$ cat config.mk
export PLATFORM = sky130hd
export DESIGN_NAME = ascon_enc_host_flat
export DESIGN_NICKNAME = d
export VERILOG_FILES = /design/src/rtl/ascon_enc_host_if.sv /design/src/rtl/ascon_enc_host.sv /design/src/flat_wrapper.sv
export SDC_FILE = /design/constraint.sdc
export NUM_CORES = 2
export LEC_CHECK = 0
export ABC_AREA = 1
export CORE_AREA = 2 2 258 260
export CTS_CLUSTER_DIAMETER = 100
export CTS_CLUSTER_SIZE = 24
export DETAILED_ROUTE_END_ITERATION = 6
export DIE_AREA = 0 0 260 262
export PLACE_DENSITY = 0.76
export SLEW_MARGIN = 10
export SYNTH_ARGS = -nofsm -noshare
export SYNTH_HDL_FRONTEND = slang
export SYNTH_SLANG_ARGS = --single-unit
export TNS_END_PERCENT = 10
$ cat constraint.sdc
create_clock -name clk -period 3.6 [get_ports clk]
set_clock_uncertainty 0.1 [all_clocks]
set_input_delay 0.54 -clock clk [delete_from_list [all_inputs] [get_ports clk]]
set_output_delay 0.54 -clock clk [all_outputs]
set_load 0.05 [all_outputs]
$ cat src/rtl/ascon_enc_host_if.sv
// ascon_enc_host_if: serial lanes and handshake between the host driver and the Ascon device
interface ascon_enc_host_if;
    logic       dev_rst;
    logic [2:0] keyxSI;
    logic [2:0] noncexSI;
    logic [2:0] associated_dataxSI;
    logic [2:0] plain_textxSI;
    logic [6:0] r_64xSI;
    logic       r_128xSI;
    logic       r_ptxSI;
    logic       encryption_startxSI;
    logic       cipher_textxSO;
    logic       tagxSO;
    logic       encryption_readyxSO;
    modport master (
        output dev_rst, keyxSI, noncexSI, associated_dataxSI, plain_textxSI,
        output r_64xSI, r_128xSI, r_ptxSI, encryption_startxSI,
        input  cipher_textxSO, tagxSO, encryption_readyxSO
    );
    modport slave (
        input  dev_rst, keyxSI, noncexSI, associated_dataxSI, plain_textxSI,
        input  r_64xSI, r_128xSI, r_ptxSI, encryption_startxSI,
        output cipher_textxSO, tagxSO, encryption_readyxSO
    );
endinterface

$ cat src/rtl/ascon_enc_host.sv
// ascon_enc_host: streams operands MSB-first to the serial Ascon device and collects ciphertext/tag LSB-first
module ascon_enc_host #(
    parameter int          K       = 128,
    parameter int          L       = 80,
    parameter int          Y       = 80,
    parameter logic [31:0] SEED    = 32'hACE1_0001,
    parameter int          TIMEOUT = 4096
) (
    input  logic              clk,
    input  logic              rst,
    input  logic              go,
    input  logic [K-1:0]      key_in,
    input  logic [127:0]      nonce_in,
    input  logic [L-1:0]      ad_in,
    input  logic [Y-1:0]      pt_in,
    output logic [Y-1:0]      ct_out,
    output logic [127:0]      tag_out,
    output logic              busy,
    output logic              done,
    output logic              timeout_err,
    ascon_enc_host_if.master  bus
);
    localparam int KM = K > 128 ? K : 128;
    localparam int LY = L > Y ? L : Y;
    localparam int M  = KM > LY ? KM : LY;
    localparam int C  = Y > 128 ? Y : 128;
    localparam logic [2:0] IDLE = 3'd0, LOAD = 3'd1, WAIT = 3'd2, START = 3'd3, CAPTURE = 3'd4;
    logic [2:0]   state;
    logic [31:0]  n, t, m, lfsr, lfsr_nx;
    logic [K-1:0] key_sr;
    logic [127:0] nonce_sr;
    logic [L-1:0] ad_sr;
    logic [Y-1:0] pt_sr;
    logic         rdy_d, ld;
    // Galois form of x^32 + x^22 + x^2 + x + 1
    assign lfsr_nx = {1'b0, lfsr[31:1]} ^ ({32{lfsr[0]}} & 32'h8020_0003);
    assign ld      = state == LOAD;
    assign busy    = state != IDLE;
    assign bus.keyxSI             = ld ? {lfsr[1:0], key_sr[K-1]}   : 3'b0;
    assign bus.noncexSI           = ld ? {lfsr[3:2], nonce_sr[127]} : 3'b0;
    assign bus.associated_dataxSI = ld ? {lfsr[5:4], ad_sr[L-1]}    : 3'b0;
    assign bus.plain_textxSI      = ld ? {lfsr[7:6], pt_sr[Y-1]}    : 3'b0;
    assign bus.r_64xSI            = ld ? lfsr[14:8] : 7'b0;
    assign bus.r_128xSI           = ld & lfsr[15];
    assign bus.r_ptxSI            = ld & lfsr[16];
    assign bus.encryption_startxSI = state == START;
    always_ff @(posedge clk) begin
        if (rst) begin
            state       <= IDLE;
            bus.dev_rst <= 1'b1;
            lfsr        <= SEED;
            n           <= '0;
            t           <= '0;
            m           <= '0;
            rdy_d       <= 1'b0;
            done        <= 1'b0;
            timeout_err <= 1'b0;
            ct_out      <= '0;
            tag_out     <= '0;
            key_sr      <= '0;
            nonce_sr    <= '0;
            ad_sr       <= '0;
            pt_sr       <= '0;
        end else begin
            done  <= 1'b0;
            rdy_d <= bus.encryption_readyxSO;
            case (state)
                IDLE: if (go) begin
                    key_sr      <= key_in;
                    nonce_sr    <= nonce_in;
                    ad_sr       <= ad_in;
                    pt_sr       <= pt_in;
                    timeout_err <= 1'b0;
                    ct_out      <= '0;
                    tag_out     <= '0;
                    n           <= '0;
                    bus.dev_rst <= 1'b0;
                    state       <= LOAD;
                end
                LOAD: begin
                    key_sr   <= key_sr << 1;
                    nonce_sr <= nonce_sr << 1;
                    ad_sr    <= ad_sr << 1;
                    pt_sr    <= pt_sr << 1;
                    lfsr     <= lfsr_nx;
                    n        <= n + 1;
                    if (n == M - 1) state <= WAIT;
                end
                WAIT: begin
                    n     <= n + 1;
                    t     <= '0;
                    state <= START;
                end
                START:
                    if (bus.encryption_readyxSO) begin
                        m     <= '0;
                        state <= CAPTURE;
                    end else if (t == TIMEOUT - 1) begin
                        timeout_err <= 1'b1;
                        bus.dev_rst <= 1'b1;
                        state       <= IDLE;
                    end else t <= t + 1;
                // results arrive LSB-first, so shift in from the top
                CAPTURE: if (rdy_d) begin
                    if (m < Y) ct_out <= {bus.cipher_textxSO, ct_out[Y-1:1]};
                    if (m < 128) tag_out <= {bus.tagxSO, tag_out[127:1]};
                    m <= m + 1;
                    if (m == C - 1) begin
                        done        <= 1'b1;
                        bus.dev_rst <= 1'b1;
                        state       <= IDLE;
                    end
                end
                default: state <= IDLE;
            endcase
        end
    end
endmodule

$ cat src/flat_wrapper.sv
// flat-port wrapper written by rule: the top's interface ports become plain ports
module ascon_enc_host_flat 
#(
    parameter int          K       = 128,
    parameter int          L       = 80,
    parameter int          Y       = 80,
    parameter logic [31:0] SEED    = 32'hACE1_0001,
    parameter int          TIMEOUT = 4096
)
  (clk, rst, go, key_in, nonce_in, ad_in, pt_in, ct_out, tag_out, busy, done, timeout_err, bus_dev_rst, bus_keyxSI, bus_noncexSI, bus_associated_dataxSI, bus_plain_textxSI, bus_r_64xSI, bus_r_128xSI, bus_r_ptxSI, bus_encryption_startxSI, bus_cipher_textxSO, bus_tagxSO, bus_encryption_readyxSO);
  ascon_enc_host_if bus_i ();
  input  logic clk;
  input  logic rst;
  input  logic go;
  input  logic [K-1:0] key_in;
  input  logic [127:0] nonce_in;
  input  logic [L-1:0] ad_in;
  input  logic [Y-1:0] pt_in;
  output logic [Y-1:0] ct_out;
  output logic [127:0] tag_out;
  output logic busy;
  output logic done;
  output logic timeout_err;
  output wire logic [$bits(bus_i.dev_rst)-1:0] bus_dev_rst;
  output wire logic [$bits(bus_i.keyxSI)-1:0] bus_keyxSI;
  output wire logic [$bits(bus_i.noncexSI)-1:0] bus_noncexSI;
  output wire logic [$bits(bus_i.associated_dataxSI)-1:0] bus_associated_dataxSI;
  output wire logic [$bits(bus_i.plain_textxSI)-1:0] bus_plain_textxSI;
  output wire logic [$bits(bus_i.r_64xSI)-1:0] bus_r_64xSI;
  output wire logic [$bits(bus_i.r_128xSI)-1:0] bus_r_128xSI;
  output wire logic [$bits(bus_i.r_ptxSI)-1:0] bus_r_ptxSI;
  output wire logic [$bits(bus_i.encryption_startxSI)-1:0] bus_encryption_startxSI;
  input wire logic [$bits(bus_i.cipher_textxSO)-1:0] bus_cipher_textxSO;
  input wire logic [$bits(bus_i.tagxSO)-1:0] bus_tagxSO;
  input wire logic [$bits(bus_i.encryption_readyxSO)-1:0] bus_encryption_readyxSO;
  assign bus_dev_rst = bus_i.dev_rst;
  assign bus_keyxSI = bus_i.keyxSI;
  assign bus_noncexSI = bus_i.noncexSI;
  assign bus_associated_dataxSI = bus_i.associated_dataxSI;
  assign bus_plain_textxSI = bus_i.plain_textxSI;
  assign bus_r_64xSI = bus_i.r_64xSI;
  assign bus_r_128xSI = bus_i.r_128xSI;
  assign bus_r_ptxSI = bus_i.r_ptxSI;
  assign bus_encryption_startxSI = bus_i.encryption_startxSI;
  assign bus_i.cipher_textxSO = bus_cipher_textxSO;
  assign bus_i.tagxSO = bus_tagxSO;
  assign bus_i.encryption_readyxSO = bus_encryption_readyxSO;
  ascon_enc_host #(.K(K), .L(L), .Y(Y), .SEED(SEED), .TIMEOUT(TIMEOUT)) u_core (.clk(clk), .rst(rst), .go(go), .key_in(key_in), .nonce_in(nonce_in), .ad_in(ad_in), .pt_in(pt_in), .ct_out(ct_out), .tag_out(tag_out), .busy(busy), .done(done), .timeout_err(timeout_err), .bus(bus_i));
endmodule
Word level (Yosys, flattened, before mapping)

Cells that the tools add are included.

Equal/unequal tests: 18
Magnitude comparators: 2
Multiplexer cells: 44
Reduce and logical (&&, ||, !) cells: 20
$add $sub $neg: 3
Bitwise logic cells: 5

Operator list:

| kind                  | number |
|---|---|
| $pmux 128 s2          | 3 |
| $mux 128              | 5 |
| $pmux 80 s2           | 3 |
| $mux 80               | 5 |
| $pmux 32 s2           | 3 |
| $mux 32               | 5 |
| $add 32x1->32 const B | 3 |
| $eq 32x7->1 const B   | 2 |
| $eq 32x12->1 const B  | 1 |
| $lt 32x7->1 const B   | 1 |
| $lt 32x8->1 const B   | 1 |
| $xor 31x32->32        | 1 |
| $mux 3                | 10 |
| $pmux 3 s5            | 1 |
| $ne 2x1->1 const B    | 6 |
| $reduce_and 4->1      | 3 |
| $reduce_bool 2->1     | 6 |
| $ne 2x2->1 const B    | 4 |
| $mux 7                | 1 |
| $eq 3x2->1 const B    | 2 |
| $mux 1                | 6 |
| $reduce_and 3->1      | 2 |
| $reduce_and 6->1      | 1 |
| $reduce_bool 3->1     | 2 |
| 12 further kinds      | 15 |

Bits of input ports: 422
Register bits: 759
Output and inout port bits: 234

Logic depth before layout (Yosys ltp)

Depth in word-level cells: 4
Depth in mapped cells: 13

Worst setup path after synthesis

No wires, ideal clock.

Kind: register to output
Start point: register u_core.state[2]
End point: output port bus_associated_dataxSI[0]
Setup slack: 1.133 ns
Buffers on the path: 4
Data arrival time: 1.827 ns
Stages on the path, launching flop included: 8
Required time: 2.960 ns
Cell sequence: dfxtp_1 -> buf_4 -> nor2_2 -> nand2_1 -> buf_2 -> buf_2 -> buf_1 -> nor2_1

Cells in the longest elaborated chain, start to end: 2

RTL lines:

| element                  | RTL line             | source |
|---|---|---|
| start: declaration       | ascon_enc_host.sv:28 | `logic [2:0] state;` |
| start signal: assignment | ascon_enc_host.sv:49 | `state <= IDLE;` |
| start signal: assignment | ascon_enc_host.sv:78 | `state <= LOAD;` |
| start signal: assignment | ascon_enc_host.sv:87 | `if (n == M - 1) state <= WAIT;` |
| $eq 3x1->1               | ascon_enc_host.sv:37 | `assign ld = state == LOAD;` |
| $mux 3                   | ascon_enc_host.sv:41 | `assign bus.associated_dataxSI = ld ? {lfsr[5:4], ad_sr[L-1]} : 3'b0;` |
| end: declaration         | flat_wrapper.sv:27   | `output wire logic [$bits(bus_i.associated_dataxSI)-1:0] bus_associated_dataxSI;` |

Every way passes these cells.

Worst setup path in the final report

Start point: register u_core.state[2]
End point: output port bus_keyxSI[1]

Cells in the longest elaborated chain, start to end: 2

RTL lines:

| element          | RTL line             | source |
|---|---|---|
| $eq 3x1->1       | ascon_enc_host.sv:37 |  |
| $mux 3           | ascon_enc_host.sv:39 | `assign bus.keyxSI = ld ? {lfsr[1:0], key_sr[K-1]} : 3'b0;` |
| end: declaration | flat_wrapper.sv:25   | `output wire logic [$bits(bus_i.keyxSI)-1:0] bus_keyxSI;` |

Every way passes these cells.

==> impl_metrics.tcl <==
set metrics [dict create \
    crit_path_end_kind "output port" \
    grt_pass1_vias 27290 \
    place.detailed.hpwl_mm 66.14 \
    fmax_mhz 306.5 \
    worstHoldStart "rst" \
    cp_max_fo 25 \
    drt_iter0_markers 2589 \
    r2r_end "u_core.nonce_sr[63]" \
    rows 94 \
    initial_core_util 0.4835 \
    fill_cells 5980 \
    ios 656 \
    ys_ff_latch 759 \
    rrSetupSlack_ns 0.79 \
    synth_seq_area_share 0.4814 \
    synth.distinct_cells 38 \
    die_h_um 262 \
    synth_area_leader_cell "dfxtp_1" \
    antenna_found_initial 27 \
    vias 30270 \
    wire_per_inst_um 16.81 \
    fin_crit_ns 3.262 \
    hold_buffers 0 \
    setup_viol 0 \
    cts_made_buffers 38 \
    synth_top_area_frac 0.4814 \
    cts.repair.resized 0 \
    worstHoldPathCells 2 \
    ir_worst_vdd_v 0.0006701 \
    cts.sinks 759 \
    grt_start_max_net_pins 199 \
    r2r_start "u_core.state[2]" \
    grtUsageTotal 0.2656 \
    whs_endpoint "u_core.tag_out[113]" \
    ys_warn_count 0 \
    p_per_area_mw_per_mm2 790.7 \
    syn_avg_cell_area_um2 7.185 \
    core_area_mm2 0.06528 \
    post_cts_buffers 0 \
    design_area_mm2 0.03966 \
    fin_setup_tns_ns 0 \
    required_ns 2.96 \
    drive_above_1_share 0.02527 \
    gp_congestion 0.8988 \
    placed_area_mm2 0.03855 \
    outcome "finished, final reports clean" \
    drt_wl_total_mm 95.90 \
    synthesis.instances 4393 \
    grt_overflow 0 \
    worst_pin_slew_ns 1.052 \
    synth_area_leaders "dfxtp_1 (48%), nand2_1 (13%), nor2_1 (13%)" \
    nNetsFinal 5246 \
    syn-cell-area_mm2 0.03156 \
    cts_tree "done" \
    worstPathArrival_ns 2.62 \
    drc 0 \
    hold_path.class "input port to flip-flop" \
    hold_viol 0 \
    synth.most_common_cell "nand2_1" \
    port-buffer-count 655 \
    relSlewSlack 0.2986 \
    syn-num-nets 4818 \
    start_kind "flip-flop" \
    grt_pass1_wl_mm 146.9 \
    grt_setup_unrepaired "no" \
    synth_ff_type "dfxtp_1" \
    cts_root_buf "clkbuf_16" \
    die_w_um 260 \
    period_share 0.9062 \
    synthTopCellsByCount "nand2_1 (1125), nor2_1 (1098), dfxtp_1 (759), o221ai_1 (276), o21ai_0 (207)" \
    ys_async_sr_fraction 0 \
    drv_cap 0 \
    drtAntennaViolNets 0 \
    worstSetupPathType "flip-flop to output port" \
    syn_to_final_growth_pct 25.64 \
    first_pass_iters 6 \
    clock_path_buffers 3 \
    dieArea_mm2 0.06812 \
    p_leak_nw 14.62 \
    r2r_cells 8 \
    holdWs_ns 0.2811 \
    cts-htree-levels 2 \
    clk-insertion-delay-late_ns 0.59 \
    slew_viol_final 0 \
    synth_edf_count 0 \
    total_power_mw 31.36 \
    avgViaCountPerCell 5.305 \
    clkTransAtPathRegs_ns 0.10 \
]
==> where the power goes <==
| group | total, mW | switching (mW) | internal (mW) |
|---|---|---|---|
| Sequential | 13.2 | 1.87 | 11.3 |
| Clock | 4.85 | 2.78 | 2.07 |
| Combinational | 13.3 | 8.90 | 4.43 |
| Total | 31.4 | 13.5 | 17.8 |
==> logic make-up (layout without fill, tap and decap cells) <==
group           count (synthesis)  after routing  share of synthesized area
compound gates                746            746                     0.1586
xor+xnor                       10             10                   0.002775
fa+ha+maj                       3              3                   0.001189
buf+inv                       498            932                    0.06414
flops                         759            759                     0.4814
other cells                     0             15                          0
simple gates                 2377           2377                     0.2919
==> worst max-delay path, stage by stage, from the launching register on <==
cell             delay [ns]
dfxtp_1                0.44
nor2_2                 0.24
nand2_4                0.27
nor2_1                 0.23
clkdlybuf4s50_1        0.85
==> per-stage QoR <==
step | cells | setup WS [ns] | utilization
4_1_cts | 5691 | 0.2745 | 0.6070
2_1_floorplan | 4393 | 1.133 | -
3_3_place_gp | 5645 | 0.7053 | 0.5906
5_1_grt | 5703 | 0.1547 | 0.6074
3_5_place_dp | 5645 | 0.6722 | 0.5906
6_report | 5706 | 0.3377 | 0.6075
==> worst max-delay path by stage <==
stage | endpoint | depth (start not counted) | start | slack (ns)
after floorplan | bus_associated_dataxSI[0] | 7 | u_core.state[2] | 1.13
after global placement | u_core.tag_out[47] | 10 | go | 0.71
after detailed placement | u_core.tag_out[91] | 10 | go | 0.67
after CTS | bus_keyxSI[1] | 4 | u_core.state[2] | 0.27
after global routing | bus_r_ptxSI | 7 | u_core.state[0] | 0.15
final | bus_keyxSI[1] | 4 | u_core.state[2] | 0.34
==> layout make-up <==
cell class                      instances  area (µm²)  share of cell area
Antenna cell                           15       37.54           0.0009465
Clock buffer                           40       989.7             0.02496
Clock inverter                          6       77.57            0.001956
Inverter                              196       760.7             0.01918
Multi-Input combinational cell       3136       14380              0.3626
Sequential cell                       759       15190              0.3832
Tap cell                              864        1081             0.02726
Timing Repair Buffer                  690        7137              0.1800
==> cells in the final DEF, fill, tap and decap left out, types with 6 or more instances in the layout <==
cell / count
nand2_1: 1124
clkbuf_16: 39
clkdlybuf4s50_1: 639
nor3_1: 35
nor2_1: 1097
diode_2: 15
nand3_1: 73
nand4_1: 24
o221ai_1: 276
inv_1: 186
o21a_1: 10
dfxtp_1: 759
buf_4: 22
xor2_1: 6
o21ai_0: 207
buf_12: 28
a31oi_1: 139
a21oi_1: 100
==> metal layers <==
layer	global-route usage	vias up	wire length (µm)
met1	0.3318	13940	39470
met4	0.09323	26	3163
met2	0.4419	850	46050
li1	-	15270	-
met5	0	-	189
met3	0.07147	185	7028
==> state kept, by name (all words and copies together), names as in the netlist <==
register	cells
u_core.key_sr	128
u_core.nonce_sr	128
u_core.tag_out	128
u_core.ad_sr	80
u_core.ct_out	80
u_core.pt_sr	80
u_core.lfsr	32
u_core.m	32
u_core.n	32
u_core.t	32
u_core.state	3
u_core.bus.dev_rst	1
u_core.done	1
u_core.rdy_d	1
u_core.timeout_err	1
Power figures use the tool's default switching activity.
